===== config.mk =====
export PLATFORM = sky130hd
export DESIGN_NAME = decode_sequencer_flat
export DESIGN_NICKNAME = d
export VERILOG_FILES = /design/src/rtl/decode_sequencer_if.sv /design/src/rtl/decode_sequencer.sv /design/src/flat_wrapper.sv
export SDC_FILE = /design/constraint.sdc
export NUM_CORES = 1
export LEC_CHECK = 0
export ABC_CLOCK_PERIOD_IN_PS = 3600
export CORE_MARGIN = 3
export CORE_UTILIZATION = 40
export CTS_BUF_LIST = sky130_fd_sc_hd__clkbuf_8
export CTS_CLUSTER_DIAMETER = 60
export DETAILED_ROUTE_END_ITERATION = 16
export MAX_ROUTING_LAYER = met4
export PLACE_DENSITY_LB_ADDON = 0.2
export SLEW_MARGIN = 20
export SYNTH_ARGS = -nofsm -noshare
export SYNTH_HDL_FRONTEND = slang
export SYNTH_SLANG_ARGS = --single-unit

===== constraint.sdc =====
create_clock -name clk -period 3.6 [get_ports clk]
set_input_delay 0.72 -clock clk [delete_from_list [all_inputs] [get_ports clk]]
set_output_delay 0.72 -clock clk [all_outputs]
set_load 0.02 [all_outputs]

===== src/rtl/decode_sequencer_if.sv =====
// decode_sequencer_if: fetch / execute / extension-unit signals of the decode sequencer.
// With DECODE_ILLEGAL_TRAP_EN defined the bundle also carries the illegal flag.
interface decode_sequencer_if #(
  parameter int unsigned ALUCTL_W = 10
) ();
  // fetch side
  logic                in_valid;
  logic                in_ready;
  logic [31:0]         instr;
  // execute side
  logic                out_valid;
  logic                out_ready;
  logic                out_regwe;
  logic                out_memwe;
  logic                out_rwmem;
  logic [3:0]          out_byteena;
  logic                out_isimm;
  logic [1:0]          out_immtype;
  logic                out_isbr;
  logic                out_isjal;
  logic                out_aluneg;
  logic [ALUCTL_W-1:0] out_alucontrol;
  logic                out_ext_timeout;
`ifdef DECODE_ILLEGAL_TRAP_EN
  logic                illegal;
`endif
  // extension unit
  logic                ext_start;
  logic [2:0]          ext_sel;
  logic                ext_done;

  // Decoder view
  modport slave (
    input  in_valid, instr, out_ready, ext_done,
`ifdef DECODE_ILLEGAL_TRAP_EN
    output illegal,
`endif
    output in_ready, out_valid, out_regwe, out_memwe, out_rwmem, out_byteena,
           out_isimm, out_immtype, out_isbr, out_isjal, out_aluneg,
           out_alucontrol, out_ext_timeout, ext_start, ext_sel
  );

  // Environment view (fetch + execute + extension unit)
  modport master (
    output in_valid, instr, out_ready, ext_done,
`ifdef DECODE_ILLEGAL_TRAP_EN
    input  illegal,
`endif
    input  in_ready, out_valid, out_regwe, out_memwe, out_rwmem, out_byteena,
           out_isimm, out_immtype, out_isbr, out_isjal, out_aluneg,
           out_alucontrol, out_ext_timeout, ext_start, ext_sel
  );
endinterface


===== src/rtl/decode_sequencer.sv =====
// decode_sequencer: registered RV32 decoder that also sequences multi-cycle
// extension ops (issue, wait for done or timeout, then present the bundle).
// Optional feature macro: DECODE_ILLEGAL_TRAP_EN (illegal flag + sticky trap).
module decode_sequencer #(
  parameter int unsigned ALUCTL_W    = 10,
  parameter int unsigned NUM_EXT     = 8,
  parameter int unsigned EXT_TIMEOUT = 256
) (
  input logic               clk,
  input logic               rst,
  decode_sequencer_if.slave bus
);

  localparam int unsigned CNT_W = (EXT_TIMEOUT > 2) ? $clog2(EXT_TIMEOUT) : 1;

  localparam logic [4:0] OPC_R     = 5'b01100;
  localparam logic [4:0] OPC_OPI   = 5'b00100;
  localparam logic [4:0] OPC_LOAD  = 5'b00000;
  localparam logic [4:0] OPC_STORE = 5'b01000;
  localparam logic [4:0] OPC_BR    = 5'b11000;
  localparam logic [4:0] OPC_JALR  = 5'b11001;
  localparam logic [4:0] OPC_JAL   = 5'b11011;
  localparam logic [4:0] OPC_EXT_R = 5'b00010;
  localparam logic [4:0] OPC_EXT_I = 5'b01010;

  typedef enum logic [2:0] {
    S_IDLE      = 3'd0,
    S_HOLD      = 3'd1,
    S_EXT_ISSUE = 3'd2,
    S_EXT_WAIT  = 3'd3,
    S_TRAP      = 3'd4
  } state_t;

  typedef struct packed {
    logic                regwe;
    logic                memwe;
    logic                rwmem;
    logic [3:0]          byteena;
    logic                isimm;
    logic [1:0]          immtype;
    logic                isbr;
    logic                isjal;
    logic                aluneg;
    logic [ALUCTL_W-1:0] alucontrol;
`ifdef DECODE_ILLEGAL_TRAP_EN
    logic                illegal;
`endif
  } bundle_t;

  logic [4:0]       w_opcode;
  logic [2:0]       w_f3;
  logic             w_ext_opc;
  logic             w_ext_ok;
  logic             w_is_ext;
  logic             w_in_ready;
  logic             w_accept;
  logic             w_unused;
  bundle_t          w_dec;

  state_t           r_state;
  bundle_t          r_bundle;
  logic [CNT_W-1:0] r_cnt;
  logic             r_out_valid;
  logic             r_timeout;
  logic             r_ext_start;
  logic [2:0]       r_ext_sel;

  assign w_opcode  = bus.instr[6:2];
  assign w_f3      = bus.instr[14:12];
  assign w_ext_opc = (w_opcode == OPC_EXT_R) || (w_opcode == OPC_EXT_I);
  assign w_ext_ok  = (w_f3 != 3'd0) && (32'(w_f3) < NUM_EXT);
  assign w_is_ext  = w_ext_opc && w_ext_ok;
  assign w_accept  = bus.in_valid && w_in_ready;
  assign w_unused  = &{1'b0, bus.instr[31], bus.instr[29:15], bus.instr[11:7], bus.instr[1:0]};

  // Instruction -> control bundle; anything unrecognised stays all-zero
  always_comb begin
    w_dec = '0;
    case (w_opcode)
      OPC_R: begin
        w_dec.regwe      = 1'b1;
        w_dec.aluneg     = bus.instr[30];
        w_dec.alucontrol = ALUCTL_W'(w_f3);
      end
      OPC_OPI: begin
        w_dec.regwe      = 1'b1;
        w_dec.isimm      = 1'b1;
        w_dec.alucontrol = ALUCTL_W'(w_f3);
      end
      OPC_LOAD: begin
        w_dec.regwe = 1'b1;
        w_dec.rwmem = 1'b1;
        w_dec.isimm = 1'b1;
      end
      OPC_STORE: begin
        w_dec.memwe   = 1'b1;
        w_dec.rwmem   = 1'b1;
        w_dec.isimm   = 1'b1;
        w_dec.immtype = 2'd1;
        case (w_f3)
          3'b000:  w_dec.byteena = 4'b0001;
          3'b001:  w_dec.byteena = 4'b0011;
          3'b010:  w_dec.byteena = 4'b1111;
          default: w_dec.byteena = 4'b0000;
        endcase
      end
      OPC_BR: begin
        w_dec.aluneg = 1'b1;
        w_dec.isbr   = 1'b1;
      end
      OPC_JALR: begin
        w_dec.isimm = 1'b1;
      end
      OPC_JAL: begin
        w_dec.isbr  = 1'b1;
        w_dec.isjal = 1'b1;
      end
      OPC_EXT_R, OPC_EXT_I: begin
        if (w_ext_ok) begin
          w_dec.isbr  = 1'b1;
          w_dec.isimm = (w_opcode == OPC_EXT_I);
          w_dec.regwe = (w_f3 == 3'd3);
        end
`ifdef DECODE_ILLEGAL_TRAP_EN
        else begin
          w_dec.illegal = 1'b1;
        end
`endif
      end
      default: begin
`ifdef DECODE_ILLEGAL_TRAP_EN
        w_dec.illegal = 1'b1;
`endif
      end
    endcase
  end

  // Accept when idle, or when the held bundle is being consumed this cycle
  always_comb begin
    w_in_ready = 1'b0;
    if (!rst) begin
      if (r_state == S_IDLE) begin
        w_in_ready = 1'b1;
      end else if (r_state == S_HOLD) begin
        w_in_ready = bus.out_ready;
`ifdef DECODE_ILLEGAL_TRAP_EN
        if (r_bundle.illegal) w_in_ready = 1'b0;
`endif
      end
    end
  end

  // Sequencer FSM with registered bundle, handshake and extension-unit outputs
  always_ff @(posedge clk) begin
    if (rst) begin
      r_state     <= S_IDLE;
      r_bundle    <= '0;
      r_cnt       <= '0;
      r_out_valid <= 1'b0;
      r_timeout   <= 1'b0;
      r_ext_start <= 1'b0;
      r_ext_sel   <= 3'd0;
    end else begin
      r_ext_start <= 1'b0;
      if (w_accept) begin
        r_bundle  <= w_dec;
        r_timeout <= 1'b0;
        if (w_is_ext) begin
          r_state     <= S_EXT_ISSUE;
          r_ext_start <= 1'b1;
          r_ext_sel   <= w_f3;
          r_out_valid <= 1'b0;
        end else begin
          r_state     <= S_HOLD;
          r_out_valid <= 1'b1;
        end
      end else begin
        case (r_state)
          S_HOLD: begin
            if (bus.out_ready) begin
              r_out_valid <= 1'b0;
              r_state     <= S_IDLE;
`ifdef DECODE_ILLEGAL_TRAP_EN
              if (r_bundle.illegal) r_state <= S_TRAP;
`endif
            end
          end
          S_EXT_ISSUE: begin
            r_state <= S_EXT_WAIT;
            r_cnt   <= '0;
          end
          S_EXT_WAIT: begin
            r_cnt <= r_cnt + CNT_W'(1);
            if (bus.ext_done) begin
              r_state     <= S_HOLD;
              r_out_valid <= 1'b1;
              r_ext_sel   <= 3'd0;
            end else if (r_cnt == CNT_W'(EXT_TIMEOUT - 1)) begin
              // aborted op: present the bundle but never write the register file
              r_state        <= S_HOLD;
              r_out_valid    <= 1'b1;
              r_ext_sel      <= 3'd0;
              r_timeout      <= 1'b1;
              r_bundle.regwe <= 1'b0;
            end
          end
          S_IDLE, S_TRAP: ;
          default: r_state <= S_IDLE;
        endcase
      end
    end
  end

  assign bus.in_ready        = w_in_ready;
  assign bus.out_valid       = r_out_valid;
  assign bus.out_regwe       = r_bundle.regwe;
  assign bus.out_memwe       = r_bundle.memwe;
  assign bus.out_rwmem       = r_bundle.rwmem;
  assign bus.out_byteena     = r_bundle.byteena;
  assign bus.out_isimm       = r_bundle.isimm;
  assign bus.out_immtype     = r_bundle.immtype;
  assign bus.out_isbr        = r_bundle.isbr;
  assign bus.out_isjal       = r_bundle.isjal;
  assign bus.out_aluneg      = r_bundle.aluneg;
  assign bus.out_alucontrol  = r_bundle.alucontrol;
  assign bus.out_ext_timeout = r_timeout;
  assign bus.ext_start       = r_ext_start;
  assign bus.ext_sel         = r_ext_sel;
`ifdef DECODE_ILLEGAL_TRAP_EN
  assign bus.illegal         = r_bundle.illegal;
`endif

endmodule


===== src/flat_wrapper.sv =====
// flat-port wrapper written by rule: the top's interface ports become plain ports
module decode_sequencer_flat 
#(
  parameter int unsigned ALUCTL_W    = 10,
  parameter int unsigned NUM_EXT     = 8,
  parameter int unsigned EXT_TIMEOUT = 256
)
  (clk, rst, bus_in_valid, bus_instr, bus_out_ready, bus_ext_done, bus_in_ready, bus_out_valid, bus_out_regwe, bus_out_memwe, bus_out_rwmem, bus_out_byteena, bus_out_isimm, bus_out_immtype, bus_out_isbr, bus_out_isjal, bus_out_aluneg, bus_out_alucontrol, bus_out_ext_timeout, bus_ext_start, bus_ext_sel);
  decode_sequencer_if #(.ALUCTL_W(ALUCTL_W)) bus_i ();
  input logic clk;
  input logic rst;
  input wire logic [$bits(bus_i.in_valid)-1:0] bus_in_valid;
  input wire logic [$bits(bus_i.instr)-1:0] bus_instr;
  input wire logic [$bits(bus_i.out_ready)-1:0] bus_out_ready;
  input wire logic [$bits(bus_i.ext_done)-1:0] bus_ext_done;
  output wire logic [$bits(bus_i.in_ready)-1:0] bus_in_ready;
  output wire logic [$bits(bus_i.out_valid)-1:0] bus_out_valid;
  output wire logic [$bits(bus_i.out_regwe)-1:0] bus_out_regwe;
  output wire logic [$bits(bus_i.out_memwe)-1:0] bus_out_memwe;
  output wire logic [$bits(bus_i.out_rwmem)-1:0] bus_out_rwmem;
  output wire logic [$bits(bus_i.out_byteena)-1:0] bus_out_byteena;
  output wire logic [$bits(bus_i.out_isimm)-1:0] bus_out_isimm;
  output wire logic [$bits(bus_i.out_immtype)-1:0] bus_out_immtype;
  output wire logic [$bits(bus_i.out_isbr)-1:0] bus_out_isbr;
  output wire logic [$bits(bus_i.out_isjal)-1:0] bus_out_isjal;
  output wire logic [$bits(bus_i.out_aluneg)-1:0] bus_out_aluneg;
  output wire logic [$bits(bus_i.out_alucontrol)-1:0] bus_out_alucontrol;
  output wire logic [$bits(bus_i.out_ext_timeout)-1:0] bus_out_ext_timeout;
  output wire logic [$bits(bus_i.ext_start)-1:0] bus_ext_start;
  output wire logic [$bits(bus_i.ext_sel)-1:0] bus_ext_sel;
  assign bus_i.in_valid = bus_in_valid;
  assign bus_i.instr = bus_instr;
  assign bus_i.out_ready = bus_out_ready;
  assign bus_i.ext_done = bus_ext_done;
  assign bus_in_ready = bus_i.in_ready;
  assign bus_out_valid = bus_i.out_valid;
  assign bus_out_regwe = bus_i.out_regwe;
  assign bus_out_memwe = bus_i.out_memwe;
  assign bus_out_rwmem = bus_i.out_rwmem;
  assign bus_out_byteena = bus_i.out_byteena;
  assign bus_out_isimm = bus_i.out_isimm;
  assign bus_out_immtype = bus_i.out_immtype;
  assign bus_out_isbr = bus_i.out_isbr;
  assign bus_out_isjal = bus_i.out_isjal;
  assign bus_out_aluneg = bus_i.out_aluneg;
  assign bus_out_alucontrol = bus_i.out_alucontrol;
  assign bus_out_ext_timeout = bus_i.out_ext_timeout;
  assign bus_ext_start = bus_i.ext_start;
  assign bus_ext_sel = bus_i.ext_sel;
  decode_sequencer #(.ALUCTL_W(ALUCTL_W), .NUM_EXT(NUM_EXT), .EXT_TIMEOUT(EXT_TIMEOUT)) u_core (.clk(clk), .rst(rst), .bus(bus_i));
endmodule

# ---- Yosys cells after proc, flatten, opt, wreduce, memory -nomap -nowiden
# Cells that the tools add are included.
dict set report word_totals {
  regBits 40
  inputBits 37
  output_inout_bits 30
  wordCells 107
}
dict set report op_classes {
  addsub 1
  eq_ne 21
  mux 40
  bitwise_logic 2
  n_reduce_logical 27
}
# op n
set op_table {}
lappend op_table {{$mux 3} 10}
lappend op_table {{$mux 1} 20}
lappend op_table {{$pmux 8 s2} 1}
lappend op_table {{$eq 5x4->1 const B} 3}
lappend op_table {{$eq 5x5->1 const B} 3}
lappend op_table {{$reduce_and 3->1} 5}
lappend op_table {{$reduce_or 2->1} 7}
lappend op_table {{$eq 3x2->1 const B} 4}
lappend op_table {{$pmux 3 s4} 1}
lappend op_table {{$pmux 4 s3} 1}
lappend op_table {{$pmux 1 s2} 5}
lappend op_table {{$reduce_bool 3->1} 3}
lappend op_table {{$add 8x1->8 const B} 1}
lappend op_table {{$eq 8x8->1 const B} 1}
lappend op_table {{$eq 3x1->1 const B} 2}
lappend op_table {{$logic_not 3->1} 2}
lappend op_table {{$ne 2x1->1 const B} 3}
lappend op_table {{$reduce_bool 2->1} 3}
lappend op_table {{$eq 5x2->1 const B} 1}
lappend op_table {{$eq 5x3->1 const B} 1}
lappend op_table {{$logic_not 5->1} 1}
lappend op_table {{$mux 4} 1}
lappend op_table {{$ne 4x2->1 const B} 1}
lappend op_table {{$reduce_or 4->1} 1}
lappend op_table {{other kinds (8)} 10}

# ---- Depth between registers and ports, before layout
dict set report logic_depth {
  ltp_word 7
  depth_mapped 7
  depth_no_buf 6
}

# ---- Least setup slack after synthesis
# Ideal clock, no wire load.
dict set report synth_timing {
  path_type {input-to-output}
  start {in rst}
  end {out bus_in_ready}
  arrival_ns 1.385
  required_ns 2.880
  path_slack_ns 1.495
  path_stages 2
  path_buffers 1
  path_cell_list {clkbuf_1 > nor3_1}
}
dict set report synth_between {
  elab_chain_len 1
}
# element line
set synth_lines {}
lappend synth_lines {{start, declared} flat_wrapper.sv:11} ;# input logic rst;
lappend synth_lines {{$mux 1} decode_sequencer.sv:141} ;# if (!rst) begin
lappend synth_lines {{end, declared} flat_wrapper.sv:16} ;# output wire logic [$bits(bus_i.in_ready)-1:0] bus_in_ready;
# Every way passes these cells.

# ---- Worst setup path after layout
# Same ends and word-level chain as after synthesis.

==> results.sh <==
export IMPL_drive_gt1_share_pct=6.70
export IMPL_hold_class="reg -> reg"
export IMPL_final_min_clock_period_ps=2980
export IMPL_clock_skew_ps=2.99
export IMPL_area_growth_pct=29.9
export IMPL_crit_required_ps=2880
export IMPL_fp_dieH_um=66.1
export IMPL_via_count=1333
export IMPL_ant_nets=0
export IMPL_syn_area_um2=1440
export IMPL_clockBufferDepth=2
export IMPL_yosysSeqAreaShare_pct=40.2
export IMPL_syn_avg_cell_area_um2=8.25
export IMPL_cts_tree="done"
export IMPL_drv_cap=0
export IMPL_firstDrtPassIters=4
export IMPL_rows=21
export IMPL_drtIter0Drc=121
export IMPL_wire_per_inst_um=13.0
export IMPL_clock_fmax_mhz=336
export IMPL_nets=247
export IMPL_setup_tns_ps=0
export IMPL_crit_type="in -> out"
export IMPL_rsz0062_at_grt="false"
export IMPL_cp_max_fo=12
export IMPL_arrival_ps=2260
export IMPL_critPathLaunchType="input pin"
export IMPL_crit_path_end="bus_in_ready"
export IMPL_grt_pass1_wl_mm=5.78
export IMPL_post_route_period_util_pct=82.8
export IMPL_hpwl_mm=2.39
export IMPL_timing_reg2reg_setup_slack_ps=1860
export IMPL_numCtsBuffers=5
export IMPL_diodes=0
export IMPL_worstSkewPairLatency_ps=280
export IMPL_power_density_nw_per_um2=356
export IMPL_rr_worst_depth=5
export IMPL_ir_drop_v=0.000176
export IMPL_fin_util_pct=54.9
export IMPL_avgViaCountPerCell=5.23
export IMPL_core_um2=3420
export IMPL_synth_seq_cells=29
export IMPL_htree_num_levels=2
export IMPL_slew_viol_final=0
export IMPL_synth_warnings=0
export IMPL_startpoint="rst"
export IMPL_totalWireLength_mm=3.32
export IMPL_r2r_start="u_core.r_state[1]"
export IMPL_ios=67
export IMPL_synthFlopType="dfxtp_1"
export IMPL_path_clk_slew_ps=60
export IMPL_die_w_um=66.1
export IMPL_die_area_um2=4370
export IMPL_run_status="completed"
export IMPL_port_buffers=35
export IMPL_hold_ws_ps=450
export IMPL_clkSinkCount=29
export IMPL_setup_violations=0
export IMPL_gp_congestion=0.821
export IMPL_grt_pass1_vias=1299
export IMPL_synth_distinct_cells=43
export IMPL_nFillCells=322
export IMPL_grt_max_degree=15
export IMPL_drcViolationCount=0
export IMPL_cts_root_buf="clkbuf_8"
export IMPL_r2r_end="u_core.bus.ext_sel[0]"
export IMPL_end_kind="primary output"
export IMPL_synth_cells=175
export IMPL_leakage_nw=0.651
export IMPL_postCtsSetupBuffers=0
export IMPL_grt_overflow_total=0
export IMPL_antenna_found_initial=0
export IMPL_grt_usage_pct=17.7
export IMPL_synth_edf_count=0
export IMPL_power_mw=0.668
export IMPL_initial_core_util_pct=42.3
export IMPL_cts_hold_buf=0
export IMPL_postSynth_asyncResetShare_pct=0
export IMPL_cts_repair_resized=0
export IMPL_hold_viol_final=0
## stage by stage
step	instances	instance area (um2)	setup slack (ps)
6_report	255	1880	620
3_3_place_gp	248	1790	633
4_1_cts	255	1880	624
2_1_floorplan	182	1470	1490
5_1_grt	255	1880	560
3_5_place_dp	248	1790	631
## placed cells by master (no fill, tap or decap), types with 3 or more instances in the layout
cell	synthesis	final
a211oi_1	3	3
a21oi_1	8	8
a22oi_1	4	4
a31oi_1	4	4
and3_1	3	3
clkbuf_8	0	6
clkdlybuf4s50_1	0	35
conb_1	1	8
dfxtp_1	29	29
mux2i_1	4	4
nand2_1	11	11
nand2b_1	6	6
nand3_1	8	8
nand3b_1	5	5
nand4_1	4	4
nor2_1	22	22
o21ai_0	3	3
o21ai_1	15	15
o31ai_1	3	3
## critical path, cell delays in order
cell	delay [ps]
clkdlybuf4s50_1	650
nor3_1	260
clkdlybuf4s50_1	630
## cells in the mapped netlist, types with 2 or more instances
cell / instances / area share [%]
a21oi_1: 8 / 2.8
o21ai_1: 15 / 5.2
nand3b_1: 5 / 2.6
clkbuf_1: 5 / 1.3
nor2_1: 22 / 5.7
and3_1: 3 / 1.3
mux2i_1: 4 / 2.8
o21ai_0: 3 / 1.0
or3_1: 2 / 0.87
nor3_1: 2 / 0.69
nand3_1: 8 / 2.8
a31oi_1: 4 / 1.7
nand2b_1: 6 / 2.6
nand4_1: 4 / 1.7
buf_4: 10 / 5.2
o31ai_1: 3 / 1.6
a22oi_1: 4 / 2.1
nand2_1: 11 / 2.9
dfxtp_1: 29 / 40
buf_2: 2 / 0.69
a211oi_1: 3 / 1.6
## flip-flops by register name, summed over array words and instances, names as in the netlist
name,cells
u_core.bus.ext_sel,3
u_core.bus.ext_start,1
u_core.bus.out_alucontrol,3
u_core.bus.out_aluneg,1
u_core.bus.out_byteena,3
u_core.bus.out_ext_timeout,1
u_core.bus.out_immtype,1
u_core.bus.out_isbr,1
u_core.bus.out_isimm,1
u_core.bus.out_isjal,1
u_core.bus.out_regwe,1
u_core.bus.out_rwmem,1
u_core.bus.out_valid,1
u_core.r_cnt,8
u_core.r_state,2
## metal layers
layer / track usage (%) / vias up / wire, um
met5: - / - / 0
met4: 8.38 / 0 / 39
met3: 4.08 / 5 / 155
met2: 25.3 / 39 / 1460
met1: 23.6 / 614 / 1670
li1: - / 675 / -
## cell type report
cell class	count	area, um2	area share [%]
inverters	1	3.75	0.200
multi-input cells	135	782	41.7
flip-flops and latches	29	581	31.0
well taps	46	57.6	3.07
clock inverters	1	3.75	0.200
repair buffers	37	365	19.5
clock buffers	6	82.6	4.40
## worst min path at each step
stage,slack [ps],endpoint,cells past startpoint,start
floorplan,430,u_core.r_cnt[7],1,u_core.r_cnt[7]
detailed placement,450,u_core.bus.out_byteena[1],2,u_core.bus.out_byteena[1]
CTS,450,u_core.bus.out_byteena[1],2,u_core.bus.out_byteena[1]
global route,490,u_core.bus.out_byteena[1],2,u_core.bus.out_byteena[1]
finish,450,u_core.bus.out_byteena[1],2,u_core.bus.out_byteena[1]
global placement,440,u_core.bus.out_byteena[1],2,u_core.bus.out_byteena[1]
## cell families (layout without fill, tap and decap cells)
| family | count (synthesis) | after routing | share of synthesized area, % |
|---|---|---|---|
| mux | 4 | 4 | 2.77 |
| buf+inv | 18 | 45 | 7.45 |
| simple gates | 76 | 76 | 29.0 |
| flops | 29 | 29 | 40.2 |
| fa+ha+maj | 1 | 1 | 0.866 |
| other cells | 1 | 8 | 0.260 |
| compound gates | 45 | 45 | 18.8 |
| xor+xnor | 1 | 1 | 0.607 |
## where the power goes
group          switching [mW]  internal [mW]
Clock                   0.112          0.148
Sequential            0.00341          0.325
Combinational          0.0463         0.0331
Power figures use the tool's default switching activity.
==> edit (same flow settings) <==
Make the reset (`rst`) asynchronous in one clocked block.
--- a/src/rtl/decode_sequencer.sv
+++ b/src/rtl/decode_sequencer.sv
@@ -151,7 +151,7 @@
   end
 
   // Sequencer FSM with registered bundle, handshake and extension-unit outputs
-  always_ff @(posedge clk) begin
+  always_ff @(posedge clk or posedge rst) begin
     if (rst) begin
       r_state     <= S_IDLE;
       r_bundle    <= '0;
Check against the original RTL: differs if rst is asserted again (counterexample within 4 cycles, from zero or initial values and one cycle with rst high); with rst held inactive, the same outputs for 10 cycles.
==> edit against the unedited design <==
- first-iteration DRC count shrank 42%
- area after synthesis grew 8.7%
- cell area is 5.6% higher
- sequential cell count unchanged
- non-clock buffer count stayed put
- routed wire length rose by 7.3%
- setup slack improved by 0.20 ns
- final cell count fell by 3.5%
- synthesized cell count fell by 5.1%
Power is not compared: it rests on default switching activity, and its combinational part moved more than twofold at a synthesized area within 25%.
==> edit: results (changes against the unedited design) <==
| Metric | Value |
|---|---|
| Status | `complete, no violations (unchanged)` |
| Via density | `5.40 (was 5.23)` |
| Layout cell share with drive strength beyond 1 | `7.07% (was 6.70%)` |
| Main flop type after synthesis | `dfrtp_1 (was dfxtp_1)` |
| Total GRT Usage | `17.4% (was 17.7%)` |
| Layout net count | `235 (was 247)` |
| Crit path max fanout | `4 (was 12)` |
| Worst setup path startpoint | `bus_out_ready (was rst)` |
| Initial antenna violation count | `0 (unchanged)` |
| Max incr delay on CP | `0.63 ns (was 0.65 ns)` |
| Clock Path Buffers | `2 (unchanged)` |
| CP top delay family | `buffers and inverters (unchanged)` |
| CTS Buf Count | `5 (unchanged)` |
| Sequential area share after synthesis | `46.3% (was 40.2%)` |
| Synthesized instance count | `166 (was 175)` |
| GPL Wtd Cong | `0.773 (was 0.821)` |
| H-tree depth | `2 (unchanged)` |
| Total number of vias | `1328 (was 1333)` |
| First-pass GRT wire length | `5940 um (was 5780 um)` |
| Top area cells in the synthesized netlist | `dfrtp_1 (46%), buf_4 (4.8%), nand2_1 (4.1%), nand3_1 (3.8%), o21ai_0 (3.8%) (was dfxtp_1 (40%), nor2_1 (5.7%), buf_4 (5.2%), o21ai_1 (5.2%), nand2_1 (2.9%))` |
| # resized after CTS | `0 (unchanged)` |
| Reg-to-reg setup timing slack | `1.62 ns (was 1.86 ns)` |
| Most common library cells after synthesis | `dfrtp_1 (29), nand2_1 (17), nand3_1 (12), o21ai_0 (12), inv_1 (11) (was dfxtp_1 (29), nor2_1 (22), o21ai_1 (15))` |
| Hpwl dp | `2580 um (was 2390 um)` |
| Worst R2R Path Depth | `3 (was 5)` |
| Post-synth ARST share | `100% (was 0%)` |
| Hold WC Path Type | `flop to flop (unchanged)` |
| Clock skew | `0.00787 ns (was 0.00299 ns)` |
| Initial DRC Count | `70 (was 121)` |
| Critical path arrival | `2.06 ns (was 2.26 ns)` |
| Pre-Repair DR Iteration Count | `4 (unchanged)` |
| Clock root buffer | `clkbuf_8 (unchanged)` |
| Largest net degree at the start of global routing | `30 (was 15)` |
| Dpl cell area | `0.00190 mm2 (was 0.00179 mm2)` |
| Port Buffers | `35 (unchanged)` |
| Slew @ Worst Pin | `0.561 ns` |
| Launch point of the worst reg-to-reg path | `u_core.r_state[1]$_DFFE_PP0P_ (was u_core.r_state[1]$_SDFFE_PP0P_)` |
| Drt wl/cell | `14.5 um (was 13.0 um)` |
| Max reg flops | `8 (unchanged)` |
| Synth unique cells | `45 (was 43)` |
| Reg-to-reg endpoint | `u_core.bus.out_byteena[2]$_DFFE_PP0P_ (was u_core.bus.ext_sel[0]$_SDFFE_PP0P_)` |
| Setup Total Neg Slack | `0 ns (unchanged)` |
| Setup crit end | `bus_in_ready (unchanged)` |
| Post CTS Setup Buffer Count | `0 (unchanged)` |
[edit: per-stage QoR]
step / setup slack (ns) / hold slack (ns)
after floorplan: 1.66 / 0.492
after global placement: 0.812 / 0.461
after detailed placement: 0.812 / 0.481
after CTS: 0.803 / 0.496
after global routing: 0.733 / 0.516
final: 0.816 / 0.492
[edit: kinds of logic after synthesis]
logic type / Yosys count / synth area share [%]
AOI/OAI and AO/OA: 43 / 18.5
xor gates and xnor gates: 1 / 0.558
adders and majority gates: 1 / 0.797
buffers and inverters: 31 / 10.4
DFF: 29 / 46.3
muxes: 2 / 1.28
other: 1 / 0.239
and+or+nand+nor: 58 / 21.9
[edit: per-layer routing]
metal	part of all wire (%)	vias up	global-route usage [%]
li1	-	637	-
met1	45	654	20.3
met2	49	30	28.8
met3	4.6	7	5.02
met4	1.5	0	5.71
met5	0	-	-
[edit: power by group]
part	total, mW	internal (mW)	switching, mW
Clock	0.253	0.131	0.122
Combinational	0.185	0.0846	0.0999
Sequential	0.396	0.360	0.0356
Total	0.833	0.575	0.257
[edit: worst min path at each step]
stage                     cells after the start                                    end                                  start
after floorplan                               1            u_core.r_cnt[0]$_DFFE_PP0P_            u_core.r_cnt[0]$_DFFE_PP0P_
after global placement                        2       u_core.bus.out_rwmem$_DFFE_PP0P_       u_core.bus.out_rwmem$_DFFE_PP0P_
after detailed placement                      2       u_core.bus.out_rwmem$_DFFE_PP0P_       u_core.bus.out_rwmem$_DFFE_PP0P_
after CTS                                     2       u_core.bus.out_rwmem$_DFFE_PP0P_       u_core.bus.out_rwmem$_DFFE_PP0P_
after global routing                          1  u_core.bus.out_byteena[0]$_DFFE_PP0P_  u_core.bus.out_byteena[0]$_DFFE_PP0P_
final                                         2       u_core.bus.out_rwmem$_DFFE_PP0P_       u_core.bus.out_rwmem$_DFFE_PP0P_
[edit: layout make-up]
| class | instances | area, um2 |
|---|---|---|
| tap | 48 | 60.1 |
| inverter | 11 | 41.3 |
| clock inverter | 3 | 13.8 |
| clock buffer | 5 | 68.8 |
| fill | 344 | 1740 |
| sequential | 29 | 726 |
| multi-input combinational | 113 | 706 |
| timing repair buffer | 37 | 365 |
[edit: tightest hold or removal path, cell delays in order (launching register included)]
cell     delay [ns]
dfrtp_1        0.35
nand2_1        0.05
o31ai_1        0.05
